`src/rtl/frame_bit_serializer_pkg.sv`:
```
// Shared constants and state encoding for the frame bit serializer slice.
package frame_bit_serializer_pkg;

  localparam int unsigned FRAME_W     = 16;
  localparam int unsigned SPS_DEFAULT = 8;
  localparam int unsigned CNT_W       = 3;

  typedef enum logic {
    IDLE = 1'b0,
    SEND = 1'b1
  } ser_state_t;

endpackage

```
`src/rtl/frame_fifo.sv`:
```
// Small synchronous frame-word FIFO with occupancy count, registered full
// and a sticky overflow flag for dropped writes.
module frame_fifo
  import frame_bit_serializer_pkg::*;
#(
  parameter int unsigned DATA_W = FRAME_W,
  parameter int unsigned DEPTH  = 4
) (
  input  logic                       clk,
  input  logic                       reset,
  input  logic                       push,
  input  logic [DATA_W-1:0]          push_data,
  input  logic                       pop,
  output logic [DATA_W-1:0]          head_data,
  output logic                       full,
  output logic                       empty,
  output logic                       overflow,
  output logic [$clog2(DEPTH+1)-1:0] count
);

  localparam int unsigned PTR_W = $clog2(DEPTH);
  localparam int unsigned OCC_W = $clog2(DEPTH + 1);

  logic [DATA_W-1:0] mem [DEPTH];
  logic [PTR_W-1:0]  wr_ptr;
  logic [PTR_W-1:0]  rd_ptr;
  logic [OCC_W-1:0]  next_count;
  logic              do_push;
  logic              do_pop;

  assign empty     = (count == '0);
  assign do_pop    = pop && !empty;
  // A pop in the same cycle frees a slot, so a write into a full FIFO still lands.
  assign do_push   = push && ((count != OCC_W'(DEPTH)) || do_pop);
  assign head_data = mem[rd_ptr];

  always_comb begin
    next_count = count;
    case ({do_push, do_pop})
      2'b10:   next_count = count + OCC_W'(1);
      2'b01:   next_count = count - OCC_W'(1);
      default: next_count = count;
    endcase
  end

  always_ff @(posedge clk or negedge reset) begin
    if (!reset) begin
      wr_ptr   <= '0;
      rd_ptr   <= '0;
      count    <= '0;
      full     <= 1'b0;
      overflow <= 1'b0;
    end else begin
      if (do_push) wr_ptr <= wr_ptr + PTR_W'(1);
      if (do_pop)  rd_ptr <= rd_ptr + PTR_W'(1);
      count <= next_count;
      full  <= (next_count == OCC_W'(DEPTH));
      if (push && !do_push) overflow <= 1'b1;
    end
  end

  always_ff @(posedge clk) begin
    if (do_push) mem[wr_ptr] <= push_data;
  end

endmodule

```
`src/rtl/frame_bit_serializer.sv`:
```
// Buffers frame words and emits them LSB first, one bit per SPS samples,
// with sample index CNT, RAM_READY qualifier and end-of-frame pulse.
module frame_bit_serializer
  import frame_bit_serializer_pkg::*;
#(
  parameter int unsigned DATA_W     = FRAME_W,
  parameter int unsigned SPS        = SPS_DEFAULT,
  parameter int unsigned FIFO_DEPTH = 4
) (
  input  logic              clk,
  input  logic              reset,
  input  logic              wr_en,
  input  logic [DATA_W-1:0] wr_data,
  output logic              full,
  output logic              overflow,
  output logic [DATA_W-1:0] FRAME_DATA,
  output logic              RAM_READY,
  output logic [CNT_W-1:0]  CNT,
  output logic              frame_done
);

  localparam int unsigned BIT_W = $clog2(DATA_W);
  localparam int unsigned OCC_W = $clog2(FIFO_DEPTH + 1);

  localparam logic [CNT_W-1:0] CNT_LAST   = CNT_W'(SPS - 1);
  localparam logic [CNT_W-1:0] CNT_PENULT = CNT_W'(SPS - 2);
  localparam logic [BIT_W-1:0] BIT_LAST   = BIT_W'(DATA_W - 1);

  ser_state_t        state;
  logic [BIT_W-1:0]  bit_idx;
  logic [DATA_W-1:0] fifo_head;
  logic              fifo_empty;
  logic [OCC_W-1:0]  fifo_count;
  logic              last_sample;
  logic              fifo_pop;

  assign last_sample = (state == SEND) && (CNT == CNT_LAST) && (bit_idx == BIT_LAST);
  assign fifo_pop    = !fifo_empty && ((state == IDLE) || last_sample);

  frame_fifo #(
    .DATA_W (DATA_W),
    .DEPTH  (FIFO_DEPTH)
  ) u_fifo (
    .clk       (clk),
    .reset     (reset),
    .push      (wr_en),
    .push_data (wr_data),
    .pop       (fifo_pop),
    .head_data (fifo_head),
    .full      (full),
    .empty     (fifo_empty),
    .overflow  (overflow),
    .count     (fifo_count)
  );

  always_ff @(posedge clk or negedge reset) begin
    if (!reset) begin
      state      <= IDLE;
      FRAME_DATA <= '0;
      RAM_READY  <= 1'b0;
      CNT        <= '0;
      bit_idx    <= '0;
      frame_done <= 1'b0;
    end else begin
      // Set one edge early so the pulse coincides with the frame's last sample.
      frame_done <= (state == SEND) && (bit_idx == BIT_LAST) && (CNT == CNT_PENULT);
      case (state)
        IDLE: begin
          if (!fifo_empty) begin
            FRAME_DATA <= fifo_head;
            CNT        <= '0;
            bit_idx    <= '0;
            RAM_READY  <= 1'b1;
            state      <= SEND;
          end
        end
        SEND: begin
          if (CNT != CNT_LAST) begin
            CNT <= CNT + CNT_W'(1);
          end else if (bit_idx != BIT_LAST) begin
            CNT        <= '0;
            FRAME_DATA <= FRAME_DATA >> 1;
            bit_idx    <= bit_idx + BIT_W'(1);
          end else if (!fifo_empty) begin
            FRAME_DATA <= fifo_head;
            CNT        <= '0;
            bit_idx    <= '0;
          end else begin
            FRAME_DATA <= '0;
            CNT        <= '0;
            bit_idx    <= '0;
            RAM_READY  <= 1'b0;
            state      <= IDLE;
          end
        end
        default: state <= IDLE;
      endcase
    end
  end

  a_occupancy_bound: assert property (@(posedge clk) disable iff (!reset)
    fifo_count <= OCC_W'(FIFO_DEPTH));

endmodule

```
`config.mk`:
```
export PLATFORM = sky130hd
export DESIGN_NAME = frame_bit_serializer
export DESIGN_NICKNAME = d
export VERILOG_FILES = /design/src/rtl/frame_bit_serializer_pkg.sv /design/src/rtl/frame_fifo.sv /design/src/rtl/frame_bit_serializer.sv
export SDC_FILE = /design/constraint.sdc
export NUM_CORES = 1
export LEC_CHECK = 0
export CAP_MARGIN = 20
export CORE_UTILIZATION = 55
export DETAILED_ROUTE_END_ITERATION = 12
export PLACE_DENSITY = 0.73
export SLEW_MARGIN = 20
export SYNTH_ARGS = -nofsm -noshare
export SYNTH_HDL_FRONTEND = slang
export SYNTH_SLANG_ARGS = --single-unit
export TNS_END_PERCENT = 20
```
`constraint.sdc`:
```
create_clock -name clk -period 2.7 [get_ports clk]
set_input_delay 0.27 -clock clk [delete_from_list [all_inputs] [get_ports clk]]
set_output_delay 0.27 -clock clk [all_outputs]
set_load 0.01 [all_outputs]
```
==> metrics.md, run 1 <==
| Metric | Value |
|---|---|
| Wire length of the first global-routing pass | `~12000 microns` |
| Clock Sinks | `slightly below 100` |
| Failing checks | `hold timing` |
| Post-synthesis cell type count | `48` |
| Kind of cell adding the most delay to the critical path | `adder cells` |
| Clock skew | `between 0.008 and 0.009 ns` |
| Vias in the first global route | `2433` |
| Fill cell count | `530` |
| Top cells by area, synth | `edfxtp_1, dfrtp_1, mux4_2` |
| Drt total wl | `between 7000 and 8000 microns` |
| Fin crit share | `between 90 and 100%` |
| GRT overflow | `0` |
| Yosys reg bits | `99` |
| Cell taking the most area after synthesis | `edfxtp_1` |
| Share of cells above drive strength 1 | `17.8%` |
| Mean post-synth cell area | `around 15 sq um` |
| Hold buffers post-CTS | `0` |
| Synth Warn # | `0` |
| Core area | `0.00733 sq mm` |
| Critical path's largest stage delay | `approximately 0.45 ns` |
| Worst R2R End | `u_fifo.full` |
| Peak supply drop | `0.490 mV` |
| Die Area | `approximately 0.0080 sq mm` |
| Routed len/inst | `17.5 microns` |
| Slew Limit Fails | `0` |
| Synth top area share | `a little under half` |
| Cell Chain, Critical Path | `ha_1 -> ha_1 -> nand4_4 -> a21oi_2 -> nand2b_1 -> fa_1 -> nor3b_1 -> a32o_1 -> a21oi_1 -> o211ai_1` |
| Placed Cells | `~420` |
| Die W | `89.5 microns` |
| Inserted Clock Buffers | `9` |
| HPWL after detailed placement | `roughly 5100 microns` |
| Critical Path RT | `approximately 3.0 ns` |
| Synth top cells by count | `edfxtp_1, nand2_1, dfrtp_1` |
| Fmax | `0.399 GHz` |
| Crit path launch type | `register` |
| Die H | `slightly below 90 microns` |
| CP max stage cell | `fa_1` |
| Leakage | `between 1.5 and 2 nW` |
| Cell Rows | `31` |
| DR vias/cell | `about 5.7` |
| Max_slew headroom | `48.0%` |
| Max-Cap Viols | `0` |
| Post-route ant nets | `0` |
| Reg-to-reg startpoint | `CNT[0]` |
| Layout Nets | `between 300 and 400` |
| CP most frequent cell | `ha_1` |
| Leading cell type by number of instances after synthesis | `edfxtp_1` |
| Detailed Routing Iterations Pass 1 | `4` |
| Critical Path Fanout Max | `7` |
| Initial Util | `between 50% and 60%` |
| Post-Syn Nets | `a little over 300` |
| Cell Area, Synth | `0.00421 sq mm` |
| Post-route minimum period | `2.51 ns` |
| Post-route insts no fill | `~430` |
| Initial antenna violation count | `0` |
| IO Pins | `between 40 and 50` |
| Worst EP arrival | `roughly 2.8 ns` |
| Status | `finished, violations left` |
| Seq/Total Area, Yosys | `roughly two thirds` |
| R2r setup slk | `between 0.15 and 0.2 ns` |
| CP endpoint kind | `register` |
| Worst-Margin Slew | `just under 0.8 ns` |
| CTS tree | `done` |
| Critical path type | `reg -> reg` |
| Largest net degree at the start of global routing | `36` |
| Final Hold Fails | `35` |
| H-tree level count | `3` |
| Cells after Synth | `between 200 and 300` |
| Power Dens Cells | `972 mW/mm^2` |
| Worst-Skew Late Latency | `about 0.36 ns` |
| GPL Wtd Cong | `0.791` |
| Antenna diodes | `0` |
| Length in cells of the worst reg-to-reg path | `10` |
| Synth Flop Type | `edfxtp_1` |
| Post-CTS setup buffers | `0` |
| EDFF count, synth | `64` |
| CP bufs+invs | `0` |
| # setup viols final | `0` |
| Final Hold Slack | `-0.0255 ns` |
| Area Overhead vs Synth | `17.3%` |
| Via count | `roughly 2400` |
| Clock root cell | `clkbuf_8` |
| DRC | `0` |
| Final TNS setup | `0 ns` |
| DR iter-0 viols | `roughly 170` |
| Bufs on Longest Clock Path | `2` |
| Min-Delay Path Class | `in -> async` |
| Clock slew at reported path FFs | `~0.1 ns` |
| PortBufs | `between 40 and 50` |
| Unrepaired setup endpoints after global routing | `no` |
| Tot GR Track Use | `a little over a fifth` |
| FFs w/ async S/R, synth | `35.4%` |
-- state kept, by name (all words and copies together) (netlist names) --
signal and count:
CNT 3, FRAME_DATA 16, RAM_READY 1, bit_idx 4, frame_done 1, state 1, u_fifo.count 3, u_fifo.full 1
u_fifo.mem 64, u_fifo.overflow 1, u_fifo.rd_ptr 2, u_fifo.wr_ptr 2
-- how the worst max path moves through the flow --
| stage | start | to | cells past startpoint |
|---|---|---|---|
| after floorplan | CNT[0] | u_fifo.full | 11 |
| after global placement | CNT[0] | u_fifo.full | 10 |
| after detailed placement | CNT[0] | u_fifo.full | 10 |
| after CTS | CNT[0] | u_fifo.full | 10 |
| after global routing | CNT[0] | u_fifo.full | 10 |
| final | CNT[0] | u_fifo.full | 10 |
-- worst reg2reg max path, cell delays in order, from the launching register on --
cell and delay (ns):
dfrtp_1 0.42, ha_1 0.19, ha_1 0.25, nand4_4 0.18
a21oi_2 0.22, nand2b_1 0.09, fa_1 0.45, nor3b_1 0.21
a32o_1 0.20, a21oi_1 0.06, o211ai_1 0.17
-- metrics by stage --
step	hold WS (ns)	utilization [%]	power [W]	setup slack, ns	cell area [sq um]
detailed placement	0.410	64.7	0.00397	0.179	4740
global placement	0.401	64.7	0.00392	0.348	4740
global route	0.0299	67.4	0.00511	0.0193	4940
floorplan	-0.0256	-	0.00339	0.272	4210
finish	-0.0255	67.4	0.00480	0.192	4940
CTS	0.0133	67.2	0.00483	0.139	4930
-- cells by family (layout without fill, tap and decap cells) --
family	Yosys count	in the layout	synth area share (%)
compound gates	53	53	8.71
xor+xnor	4	4	0.832
fa+ha+maj	9	9	2.85
buf+inv	24	79	3.60
flops	99	99	66.5
mux	20	20	9.60
simple gates	68	68	7.94
-- placed cells by master (no fill, tap or decap), types with 2 or more instances in the layout --
cell type | synthesis | layout
dfrtp_1 | 35 | 35
clkbuf_8 | 0 | 9
nand2_1 | 37 | 37
ha_1 | 8 | 8
edfxtp_1 | 64 | 64
a211oi_1 | 2 | 2
inv_6 | 0 | 3
buf_4 | 3 | 11
and2_1 | 5 | 5
buf_12 | 0 | 2
xnor2_1 | 2 | 2
o21ai_1 | 2 | 2
inv_1 | 8 | 8
xor2_1 | 2 | 2
o21ai_0 | 13 | 13
o22ai_1 | 3 | 3
mux2_2 | 3 | 3
nor3_1 | 3 | 3
mux4_2 | 16 | 16
nor2_1 | 7 | 7
o211ai_1 | 2 | 2
clkdlybuf4s50_1 | 0 | 40
nand2b_1 | 2 | 2
a21oi_1 | 6 | 5
nand3_1 | 5 | 5
a22oi_1 | 14 | 14
-- cell type report --
type | instances | area [sq um] | area share (%)
tap | 99 | 124 | 2.51
sequential | 99 | 2800 | 56.7
clock buffer | 9 | 124 | 2.51
clock inverter | 7 | 58.8 | 1.19
timing repair buffer | 54 | 528 | 10.7
multi-input combinational | 154 | 1270 | 25.8
inverter | 9 | 33.8 | 0.684
-- timing repair --
action,CTS,global route
gates resized for setup,0,2
endpoints found under the hold margin,0,0
endpoints found under the setup margin,0,3
-- where the power goes --
part	internal [W]	switching, W
clock	0.000351	0.000524
combinational	0.000832	0.000818
sequential	0.00201	0.000269
total	0.00319	0.00161
-- routing by layer --
layer / GRT usage [%] / part of all wire [%]
met1: 28.2 / 44
met2: 36.6 / 51
met3: 4.06 / 4.0
met4: 8.66 / 1.1
met5: 0 / 0
(Power assumes the default switching activity.)
==> run 2, diff against run 1 <==
- CORE_ASPECT_RATIO: unset -> 0.8
==> metrics.md, run 2 (synthesis gave the netlist of run 1 again) <==
| Metric | Value |
|---|---|
| Post-route cell area | `roughly 0.0050 sq mm` |
| Kind of cell adding the most delay to the critical path | `adder cells` |
| Antenna diodes | `0` |
| CP max stage cell | `fa_1` |
| GPL Wtd Cong | `0.836` |
| Leakage | `about 1.8 nW` |
| Post-route minimum period | `2.49 ns` |
| Slew Limit Fails | `0` |
| DR iter-0 viols | `between 100 and 150` |
| Clk pwr share | `about a fifth` |
| Pint | `0.00319 W` |
| Largest register by flop count | `u_fifo.mem` |
| Switching Share | `about 34%` |
| Die H | `~80 microns` |
| Inserted Clock Buffers | `9` |
| Fin crit share | `92.4%` |
| CP most frequent cell | `ha_1` |
| Drt total wl | `~7800 microns` |
| IO Pins | `42` |
| Cell Rows | `28` |
| Hold buffers post-CTS | `0` |
| Critical path type | `reg -> reg` |
| Wire length of the first global-routing pass | `between 10000 and 15000 microns` |
| Fmax | `about 0.4 GHz` |
| Layout Nets | `approximately 360` |
| Most frequent cells in the layout | `edfxtp_1, clkdlybuf4s50_1, nand2_1` |
| CTS tree | `done` |
| Status | `finished clean` |
| Tot GR Track Use | `between 20 and 25%` |
| Crit path launch type | `register` |
| Most common cell after layout, fill and taps aside | `edfxtp_1` |
| Detailed Routing Iterations Pass 1 | `4` |
| CP endpoint kind | `register` |
| Largest registers | `u_fifo.mem x64, FRAME_DATA x16, bit_idx x4` |
| Worst-Margin Slew | `roughly 0.63 ns` |
| Initial antenna violation count | `0` |
| Die W | `99.8 microns` |
| CP bufs+invs | `0` |
| Placed Cells | `425` |
| Via count | `between 2000 and 2500` |
| Max_slew headroom | `between 50 and 60%` |
| Final Hold Fails | `0` |
| Worst EP arrival | `2.79 ns` |
| Length in cells of the worst reg-to-reg path | `10` |
| Switch Pwr | `between 0.0015 and 0.002 W` |
| Cell Chain, Critical Path | `ha_1 -> ha_1 -> nand4_4 -> a21oi_2 -> nand2b_1 -> fa_1 -> nor3b_1 -> a32o_1 -> a21oi_1 -> o211ai_1` |
| HPWL after detailed placement | `approximately 5200 microns` |
| DRC | `0` |
| PortBufs | `41` |
| Largest register FFs | `64` |
| Clock root cell | `clkbuf_8` |
| Max-Cap Viols | `0` |
| Critical Path Fanout Max | `7` |
| Reg-to-reg startpoint | `CNT[0]` |
| Unrepaired setup endpoints after global routing | `no` |
| Post-CTS setup buffers | `0` |
| Die Area | `approximately 0.0080 sq mm` |
| Critical Path RT | `3.00 ns` |
| Post-route insts no fill | `441` |
| Share of cells above drive strength 1 | `18.2%` |
| Sequential share of power | `46.5%` |
| Critical path's largest stage delay | `0.45 ns` |
| Largest net degree at the start of global routing | `36` |
| Bufs on Longest Clock Path | `2` |
| Final Hold Slack | `slightly below 0.3 ns` |
| H-tree level count | `3` |
| Clock skew | `~0.013 ns` |
| R2r setup slk | `roughly 0.21 ns` |
| Clock slew at reported path FFs | `around 0.10 ns` |
| # setup viols final | `0` |
| Clock Sinks | `roughly 100` |
| Total power | `about 0.0048 W` |
| Initial Util | `56.9%` |
| Vias in the first global route | `roughly 2500` |
| Power Dens Cells | `976 mW/mm^2` |
| Post-DP Area | `around 0.0048 sq mm` |
| Peak supply drop | `between 0.4 and 0.5 mV` |
| Worst R2R End | `u_fifo.full` |
| Core area | `0.00739 sq mm` |
| Area Overhead vs Synth | `17.8%` |
| Min-Delay Path Class | `in -> async` |
| Worst-Skew Late Latency | `0.38 ns` |
| Combinational share of power | `between 30% and 40%` |
| Final TNS setup | `0 ns` |
| Routed len/inst | `around 18 microns` |
| GRT overflow | `0` |
| Post-route ant nets | `0` |
| DR vias/cell | `roughly 5.6` |
-- run 2: repair_timing --
action | CTS | global route
endpoints found under the hold margin | 0 | 0
setup endpoints to repair | 0 | 1
resized for setup | 0 | 2
-- run 2: worst max-delay path by stage --
stage / from / to / cells after the start
finish: CNT[0] / u_fifo.full / 10
global route: CNT[0] / u_fifo.full / 10
CTS: CNT[0] / u_fifo.full / 10
detailed placement: CNT[0] / u_fifo.full / 10
global placement: CNT[0] / u_fifo.full / 10
floorplan: CNT[0] / u_fifo.full / 11
-- run 2: cell type report --
class	instances	area, sq um
clock buffer	9	124
timing repair buffer	58	538
fill	552	2430
clock inverter	7	60.1
multi-input combinational	154	1270
sequential	99	2800
tap	105	131
inverter	9	33.8
-- run 2: power by group through the flow --
| stage | Combinational (W) | Clock, W | Sequential [W] |
|---|---|---|---|
| detailed placement | 0.00169 | 0 | 0.00228 |
| floorplan | 0.00114 | 0 | 0.00224 |
| global placement | 0.00165 | 0 | 0.00227 |
| finish | 0.00168 | 0.000902 | 0.00225 |
| global route | 0.00186 | 0.000984 | 0.00230 |
| CTS | 0.00169 | 0.000924 | 0.00225 |
-- run 2: per-stage QoR --
step           setup WS [ns]  util, %
6_report               0.206     67.1
5_1_grt               0.0503     67.1
4_1_cts                0.131     66.9
3_5_place_dp           0.185     64.4
3_3_place_gp           0.343     64.4
2_1_floorplan          0.272        -
-- run 2: routing by layer --
metal  global-route usage, %  up-vias  wire [microns]
li1                        -     1155               -
met1                    30.4     1232            3480
met2                    35.7       73            3850
met3                    5.57       12             400
met4                    7.50        0              98
met5                       0        -               0
